**config.mk**
```make
export PLATFORM = sky130hd
export DESIGN_NAME = pe_onehot_encoder_queue_flat
export DESIGN_NICKNAME = d
export VERILOG_FILES = /design/src/rtl/pe_onehot_encoder_queue_if.sv /design/src/rtl/pe_onehot_encoder_queue.sv /design/src/flat_wrapper.sv
export SDC_FILE = /design/constraint.sdc
export NUM_CORES = 1
export LEC_CHECK = 0
export BUFFER_PORTS_ARGS = -buffer_cell sky130_fd_sc_hd__buf_2
export CORE_ASPECT_RATIO = 1.4
export CORE_MARGIN = 2
export CORE_UTILIZATION = 52
export DETAILED_ROUTE_END_ITERATION = 7
export GPL_ROUTABILITY_DRIVEN = 0
export PLACE_DENSITY = 0.82
export SETUP_SLACK_MARGIN = 0.5
export SLEW_MARGIN = 0
export SYNTH_ARGS = -nofsm -noshare
export SYNTH_HDL_FRONTEND = slang
export SYNTH_SLANG_ARGS = --single-unit
```
**constraint.sdc**
```tcl
create_clock -name clk -period 4.25 [get_ports clk]
set_input_delay 0.85 -clock clk [delete_from_list [all_inputs] [get_ports clk]]
set_output_delay 0.85 -clock clk [all_outputs]
set_load 0.05 [all_outputs]
```
**src/rtl/pe_onehot_encoder_queue_if.sv**
```systemverilog
// Output side of the one-hot to binary encoder queue: one binary index and its
// one-hot copy, presented with a valid/ready handshake.
interface pe_onehot_encoder_queue_if #(
  parameter int ADDR_WIDTH = 3
);
  logic                         out_valid;
  logic                         out_ready;
  logic [ADDR_WIDTH-1:0]        out_addr;
  logic [(1<<ADDR_WIDTH)-1:0]   out_onehot;

  // Encoder drives the index stream and samples ready
  modport master (
    output out_valid,
    output out_addr,
    output out_onehot,
    input  out_ready
  );

  // Consumer (writeback, address mux) accepts indices
  modport slave (
    input  out_valid,
    input  out_addr,
    input  out_onehot,
    output out_ready
  );
endinterface

```
**src/rtl/pe_onehot_encoder_queue.sv**
```systemverilog
// Collects one-hot/multi-hot request pulses from the PE array into a pending
// register and hands them out one binary index at a time. Winner selection is
// lowest-index-first or round-robin. All outputs come straight from flops.
module pe_onehot_encoder_queue #(
  parameter int ADDR_WIDTH  = 3,
  parameter bit ROUND_ROBIN = 1'b0
) (
  input  logic                        clk,
  input  logic                        rst,
  input  logic [(1<<ADDR_WIDTH)-1:0]  req_i,
  input  logic                        flush_i,
  pe_onehot_encoder_queue_if.master   out_if,
  output logic [(1<<ADDR_WIDTH)-1:0]  pending_o,
  output logic                        overflow,
  output logic                        idle
);

  localparam int N = 1 << ADDR_WIDTH;

  typedef enum logic {
    EMPTY = 1'b0,
    HOLD  = 1'b1
  } state_t;

  state_t                 state_q, state_d;
  logic [N-1:0]           pending_q, pending_d;
  logic                   out_valid_q, out_valid_d;
  logic [ADDR_WIDTH-1:0]  out_addr_q, out_addr_d;
  logic [N-1:0]           out_onehot_q, out_onehot_d;
  logic                   overflow_q, overflow_d;
  logic [ADDR_WIDTH-1:0]  rr_ptr_q, rr_ptr_d;
  logic                   idle_q, idle_d;

  logic                   accept;
  logic                   load;
  logic [ADDR_WIDTH-1:0]  sel;
  logic [N-1:0]           sel_oh;
  logic [N-1:0]           clr_mask;

  // First set bit of vec at or after start, searching upward and wrapping.
  // With start=0 this degenerates to plain lowest-index-first priority.
  function automatic logic [ADDR_WIDTH-1:0] pick_winner(
    input logic [N-1:0]          vec,
    input logic [ADDR_WIDTH-1:0] start
  );
    logic [ADDR_WIDTH-1:0] idx;
    logic [ADDR_WIDTH-1:0] win;
    logic                  found;
    win   = '0;
    found = 1'b0;
    for (int i = 0; i < N; i++) begin
      idx = start + ADDR_WIDTH'(i);
      if (!found && vec[idx]) begin
        win   = idx;
        found = 1'b1;
      end
    end
    return win;
  endfunction

  // Next-state: load decision uses only registered pending, never same-cycle req_i
  always_comb begin
    accept   = out_valid_q & out_if.out_ready;
    load     = (pending_q != '0) & ((state_q == EMPTY) | accept);
    sel      = pick_winner(pending_q, ROUND_ROBIN ? rr_ptr_q : '0);
    sel_oh   = N'(1) << sel;
    clr_mask = load ? sel_oh : '0;

    // A re-request on the lane being loaded survives the clear and is legal
    pending_d  = (pending_q & ~clr_mask) | req_i;
    overflow_d = overflow_q | (|(req_i & pending_q & ~clr_mask));

    state_d      = state_q;
    out_valid_d  = out_valid_q;
    out_addr_d   = out_addr_q;
    out_onehot_d = out_onehot_q;
    rr_ptr_d     = rr_ptr_q;

    if (load) begin
      state_d      = HOLD;
      out_valid_d  = 1'b1;
      out_addr_d   = sel;
      out_onehot_d = sel_oh;
      if (ROUND_ROBIN) begin
        rr_ptr_d = sel + ADDR_WIDTH'(1);
      end
    end else if (accept) begin
      // Drained: out_addr intentionally keeps its last value
      state_d      = EMPTY;
      out_valid_d  = 1'b0;
      out_onehot_d = '0;
    end

    idle_d = (state_d == EMPTY) & (pending_d == '0);
  end

  // State registers; flush clears like reset but keeps the round-robin pointer
  always_ff @(posedge clk) begin
    if (rst) begin
      state_q      <= EMPTY;
      pending_q    <= '0;
      out_valid_q  <= 1'b0;
      out_addr_q   <= '0;
      out_onehot_q <= '0;
      overflow_q   <= 1'b0;
      rr_ptr_q     <= '0;
      idle_q       <= 1'b1;
    end else if (flush_i) begin
      state_q      <= EMPTY;
      pending_q    <= '0;
      out_valid_q  <= 1'b0;
      out_addr_q   <= '0;
      out_onehot_q <= '0;
      overflow_q   <= 1'b0;
      idle_q       <= 1'b1;
    end else begin
      state_q      <= state_d;
      pending_q    <= pending_d;
      out_valid_q  <= out_valid_d;
      out_addr_q   <= out_addr_d;
      out_onehot_q <= out_onehot_d;
      overflow_q   <= overflow_d;
      rr_ptr_q     <= rr_ptr_d;
      idle_q       <= idle_d;
    end
  end

  assign out_if.out_valid  = out_valid_q;
  assign out_if.out_addr   = out_addr_q;
  assign out_if.out_onehot = out_onehot_q;
  assign pending_o         = pending_q;
  assign overflow          = overflow_q;
  assign idle              = idle_q;

endmodule

```
**src/flat_wrapper.sv**
```systemverilog
// flat-port wrapper written by rule: the top's interface ports become plain ports
module pe_onehot_encoder_queue_flat 
#(
  parameter int ADDR_WIDTH  = 3,
  parameter bit ROUND_ROBIN = 1'b0
)
  (clk, rst, req_i, flush_i, pending_o, overflow, idle, out_if_out_valid, out_if_out_addr, out_if_out_onehot, out_if_out_ready);
  pe_onehot_encoder_queue_if #(.ADDR_WIDTH(ADDR_WIDTH)) out_if_i ();
  input  logic clk;
  input  logic rst;
  input  logic [(1<<ADDR_WIDTH)-1:0] req_i;
  input  logic flush_i;
  output logic [(1<<ADDR_WIDTH)-1:0] pending_o;
  output logic overflow;
  output logic idle;
  output wire logic [$bits(out_if_i.out_valid)-1:0] out_if_out_valid;
  output wire logic [$bits(out_if_i.out_addr)-1:0] out_if_out_addr;
  output wire logic [$bits(out_if_i.out_onehot)-1:0] out_if_out_onehot;
  input wire logic [$bits(out_if_i.out_ready)-1:0] out_if_out_ready;
  assign out_if_out_valid = out_if_i.out_valid;
  assign out_if_out_addr = out_if_i.out_addr;
  assign out_if_out_onehot = out_if_i.out_onehot;
  assign out_if_i.out_ready = out_if_out_ready;
  pe_onehot_encoder_queue #(.ADDR_WIDTH(ADDR_WIDTH), .ROUND_ROBIN(ROUND_ROBIN)) u_core (.clk(clk), .rst(rst), .req_i(req_i), .flush_i(flush_i), .out_if(out_if_i), .pending_o(pending_o), .overflow(overflow), .idle(idle));
endmodule
```
==> impl_metrics.prom <==
# TYPE chip_impl_metric gauge
chip_impl_metric{name="fin_setup_tns",unit="ns"} 0
chip_impl_metric{name="die_width",unit="um"} 42.2
chip_impl_metric{name="pin_count",unit=""} 34
chip_impl_info{name="grt_setup_unrepaired",value="no"} 1
chip_impl_metric{name="gate_count_of_the_mapped_netlist",unit=""} 127
chip_impl_info{name="crit_path_cell_trace",value="buf_2 > a21boi_1 > a31oi_1 > a21oi_1 > a22oi_1 > nor2_1"} 1
chip_impl_metric{name="detailedRoute.firstPassIterationCount",unit=""} 4
chip_impl_metric{name="first_global_vias",unit=""} 916
chip_impl_metric{name="postSynthAreaPerCell",unit="um^2"} 8.37
chip_impl_metric{name="cts_repair_resize_count",unit=""} 0
chip_impl_metric{name="final.period_utilization",unit=""} 0.503
chip_impl_info{name="most_frequent_standard_cell_in_the_layout_excluding_fill_and_tap_cells",value="sky130_fd_sc_hd__buf_2"} 1
chip_impl_info{name="largest_family_of_logic_cells_by_synthesized_area",value="compound AO/OA/AOI/OAI gates"} 1
chip_impl_metric{name="layout.filler_cells",unit=""} 166
chip_impl_info{name="synth-main-ff-cell",value="sky130_fd_sc_hd__dfxtp_1"} 1
chip_impl_metric{name="cts-buffers-inserted",unit=""} 3
chip_impl_metric{name="post_route_cells_drive_above_1_share",unit=""} 0.287
chip_impl_info{name="endpoint_kind",value="register"} 1
chip_impl_metric{name="worstPathMaxFanout",unit=""} 8
chip_impl_metric{name="io_buffers",unit=""} 33
chip_impl_metric{name="synth_enable_flop_cells",unit=""} 0
chip_impl_info{name="startpoint_type",value="input port"} 1
chip_impl_metric{name="ys_seq_elements",unit=""} 23
chip_impl_info{name="clock-root-buffer",value="sky130_fd_sc_hd__clkbuf_4"} 1
chip_impl_metric{name="die_area",unit="um^2"} 2430
chip_impl_metric{name="worst_hold_path.num_cells",unit=""} 2
chip_impl_info{name="netlist_top_cells_area",value="sky130_fd_sc_hd__dfxtp_1 (43%), sky130_fd_sc_hd__a21oi_1 (7.5%), sky130_fd_sc_hd__nor2_1 (6.7%)"} 1
chip_impl_info{name="hold_path_class",value="reg2reg"} 1
chip_impl_metric{name="route.detailed.drc",unit=""} 0
chip_impl_metric{name="holdBufCountCts",unit=""} 0
chip_impl_metric{name="worstSkewPairLatency",unit="ns"} 0.31
chip_impl_metric{name="max-vdd-ir-drop",unit="mV"} 0.251
chip_impl_metric{name="drt-initial-drc-count",unit=""} 54
chip_impl_metric{name="cts_htree_levels",unit=""} 1
chip_impl_metric{name="synth_simple_gate_area_frac",unit=""} 0.208
chip_impl_metric{name="finalSetupViolations",unit=""} 0
chip_impl_info{name="timing.critical_path.slowest_stage_cell",value="sky130_fd_sc_hd__a21oi_1"} 1
chip_impl_metric{name="synth_area",unit="um^2"} 1060
chip_impl_metric{name="grt_antenna_before_repair",unit=""} 0
chip_impl_metric{name="floorplan_die_height",unit="um"} 57.5
chip_impl_metric{name="synthDominantCellAreaShare",unit=""} 0.433
chip_impl_metric{name="worstRegToRegCells",unit=""} 5
chip_impl_metric{name="critPathBufInv",unit=""} 1
chip_impl_metric{name="antenna_left",unit=""} 0
chip_impl_metric{name="nets",unit=""} 170
chip_impl_metric{name="placeableCoreArea",unit="um^2"} 1950
chip_impl_metric{name="synth_sequential_area_ratio",unit=""} 0.433
chip_impl_metric{name="synth.area.mux_share",unit=""} 0
chip_impl_metric{name="synth_adder_area_share",unit=""} 0
chip_impl_metric{name="timing.max_slew.rel_slack",unit=""} 0.570
chip_impl_metric{name="routed_wl",unit="mm"} 2.45
chip_impl_metric{name="global_route_wire_length_before_repair",unit="mm"} 4.05
chip_impl_metric{name="grtUsageTotal",unit=""} 0.215
chip_impl_metric{name="worstPathRequired",unit="ns"} 4.50
chip_impl_metric{name="leakagePower",unit="nW"} 0.545
chip_impl_metric{name="timing.final.crit_period",unit="ns"} 2.14
chip_impl_metric{name="final.setup.worst_slack",unit="ns"} 2.11
chip_impl_metric{name="maxCapViolCount",unit=""} 0
chip_impl_metric{name="clk_pin_slew_worst_paths",unit="ns"} 0.11
chip_impl_metric{name="post_dp_hpwl",unit="mm"} 1.87
chip_impl_metric{name="fmaxAchievable",unit="MHz"} 468
chip_impl_metric{name="synth-compound-area-share",unit=""} 0.291
chip_impl_info{name="mostFrequentLayoutCells",value="sky130_fd_sc_hd__buf_2 (33), sky130_fd_sc_hd__dfxtp_1 (23), sky130_fd_sc_hd__nor2_1 (19)"} 1
chip_impl_info{name="path_delay_family",value="compound AO/OA/AOI/OAI gates"} 1
chip_impl_metric{name="finalClockSkew",unit="ns"} 0.0118
chip_impl_info{name="crit-reg2reg-capture",value="u_core.out_if.out_onehot[1]"} 1
chip_impl_metric{name="yosys.area_share.xor_xnor",unit=""} 0
chip_impl_metric{name="post_cts_setup_inserts",unit=""} 0
chip_impl_metric{name="layout-area-overhead-vs-synth",unit="%"} 16.1
chip_impl_metric{name="placementRows",unit=""} 19
chip_impl_metric{name="via_per_inst",unit=""} 5.94
chip_impl_metric{name="finalHoldViolations",unit=""} 0
chip_impl_metric{name="gr-total-overflow",unit=""} 0
chip_impl_metric{name="worst-slew-pin-transition",unit="ns"} 0.645
chip_impl_metric{name="total_power",unit="uW"} 446
chip_impl_metric{name="power-per-cell-area",unit="nW/um^2"} 361
chip_impl_metric{name="grt_max_degree",unit=""} 24
chip_impl_info{name="yosys_top_cell_by_area",value="sky130_fd_sc_hd__dfxtp_1"} 1
chip_impl_metric{name="yosysUniqueCellTypes",unit=""} 34
chip_impl_metric{name="avgRoutedWirePerCell",unit="um"} 13.7
chip_impl_metric{name="fin_worst_hold_slack",unit="ns"} 0.456
chip_impl_metric{name="data_arrival_at_the_endpoint_of_the_critical_path",unit="ns"} 2.38
chip_impl_metric{name="synthesis.nets",unit=""} 139
chip_impl_metric{name="post-route-cell-area",unit="um^2"} 1230
chip_impl_metric{name="route.vias.total",unit=""} 1058
chip_impl_info{name="cts_tree",value="built"} 1
chip_impl_info{name="run_status",value="complete, no violations"} 1
chip_impl_metric{name="floorplan.initialDensity",unit=""} 0.546
chip_impl_info{name="worstReg2RegStart",value="u_core.pending_o[1]"} 1
chip_impl_metric{name="r2r_setup_slack",unit="ns"} 2.27
chip_impl_metric{name="dp_worst_setup_slack",unit="ns"} 1.79
chip_impl_info{name="criticalPathCategory",value="in2reg"} 1
chip_impl_metric{name="max-clock-path-buffers",unit=""} 2
chip_impl_metric{name="asyncSetResetFlopFracSynth",unit=""} 0
chip_impl_info{name="whs_endpoint",value="u_core.out_if.out_addr[1]"} 1
chip_impl_metric{name="final_slew_viol_count",unit=""} 0
chip_impl_metric{name="cp_slowest_stage_delay",unit="ns"} 0.55
chip_impl_metric{name="total_inserted_antenna_cells",unit=""} 0
chip_impl_metric{name="synth_warnings",unit=""} 0
chip_impl_metric{name="cts.sink_count",unit=""} 23
chip_impl_metric{name="area_of_placed_instances",unit="um^2"} 1210
chip_impl_info{name="min_from",value="u_core.out_if.out_addr[1]"} 1
==> where the power goes <==
part,leakage (nW),switching [mW],internal (mW)
clock,0.0150,0.0614,0.0367
combinational,0.342,0.0766,0.0347
sequential,0.188,0.0118,0.225
total,0.545,0.150,0.296
==> state kept, by name, summed over array words and instances, names as in the netlist <==
register,cells
u_core.out_if.out_onehot,8
u_core.pending_o,8
u_core.out_if.out_addr,3
u_core.idle,1
u_core.out_if.out_valid,1
u_core.overflow,1
u_core.state_q,1
==> routing by layer <==
metal,routed length [um],vias to the layer above,share of wire,GRT usage
met5,0,-,0,0
met4,38,0,0.016,0.0938
met3,127,5,0.052,0.0316
met2,1240,44,0.50,0.356
met1,1050,497,0.43,0.277
li1,-,512,-,-
==> worst reg2reg max path, stage by stage, from the launching register on <==
cell and delay [ns]:
sky130_fd_sc_hd__dfxtp_1 0.42, sky130_fd_sc_hd__nor4_1 0.46, sky130_fd_sc_hd__a31oi_1 0.19, sky130_fd_sc_hd__a21oi_1 0.55
sky130_fd_sc_hd__a22oi_1 0.19, sky130_fd_sc_hd__nor2_1 0.11
==> area by class of cell <==
cell class | count | area [um^2] | share of cell area
multi-input combinational | 90 | 531 | 0.430
sequential | 23 | 460 | 0.373
inverter | 7 | 26.3 | 0.0213
clock buffer | 4 | 26.3 | 0.0213
timing repair buffer | 33 | 165 | 0.134
tap | 21 | 26.3 | 0.0213
==> synth_stat cells (all sizes together), types with 2 or more instances <==
cell / count
a21o: 2
a21oi: 18
a22oi: 5
a31oi: 3
buf: 4
clkbuf: 3
dfxtp: 23
inv: 7
nand2: 12
nand2b: 3
nand3: 2
nor2: 19
nor3: 4
nor4: 2
o211ai: 2
o21ai: 4
==> logic make-up (layout without fill, tap and decap cells) <==
group           Yosys count  count (layout)
flops                    23              23
simple gates             46              46
compound gates           44              44
buf+inv                  14              44
==> worst max path at each step <==
stage | from | end | cells after the start
floorplan | out_if_out_ready | u_core.out_if.out_onehot[7] | 5
global placement | out_if_out_ready | u_core.out_if.out_onehot[7] | 6
detailed placement | out_if_out_ready | u_core.out_if.out_onehot[1] | 6
CTS | out_if_out_ready | u_core.out_if.out_onehot[1] | 6
global route | out_if_out_ready | u_core.out_if.out_onehot[1] | 6
finish | out_if_out_ready | u_core.out_if.out_onehot[1] | 6
==> stage by stage <==
stage,cells,util
finish,178,0.634
global route,178,0.634
CTS,178,0.634
detailed placement,174,0.620
global placement,174,0.620
floorplan,127,-
Power figures use the tool's default switching activity.
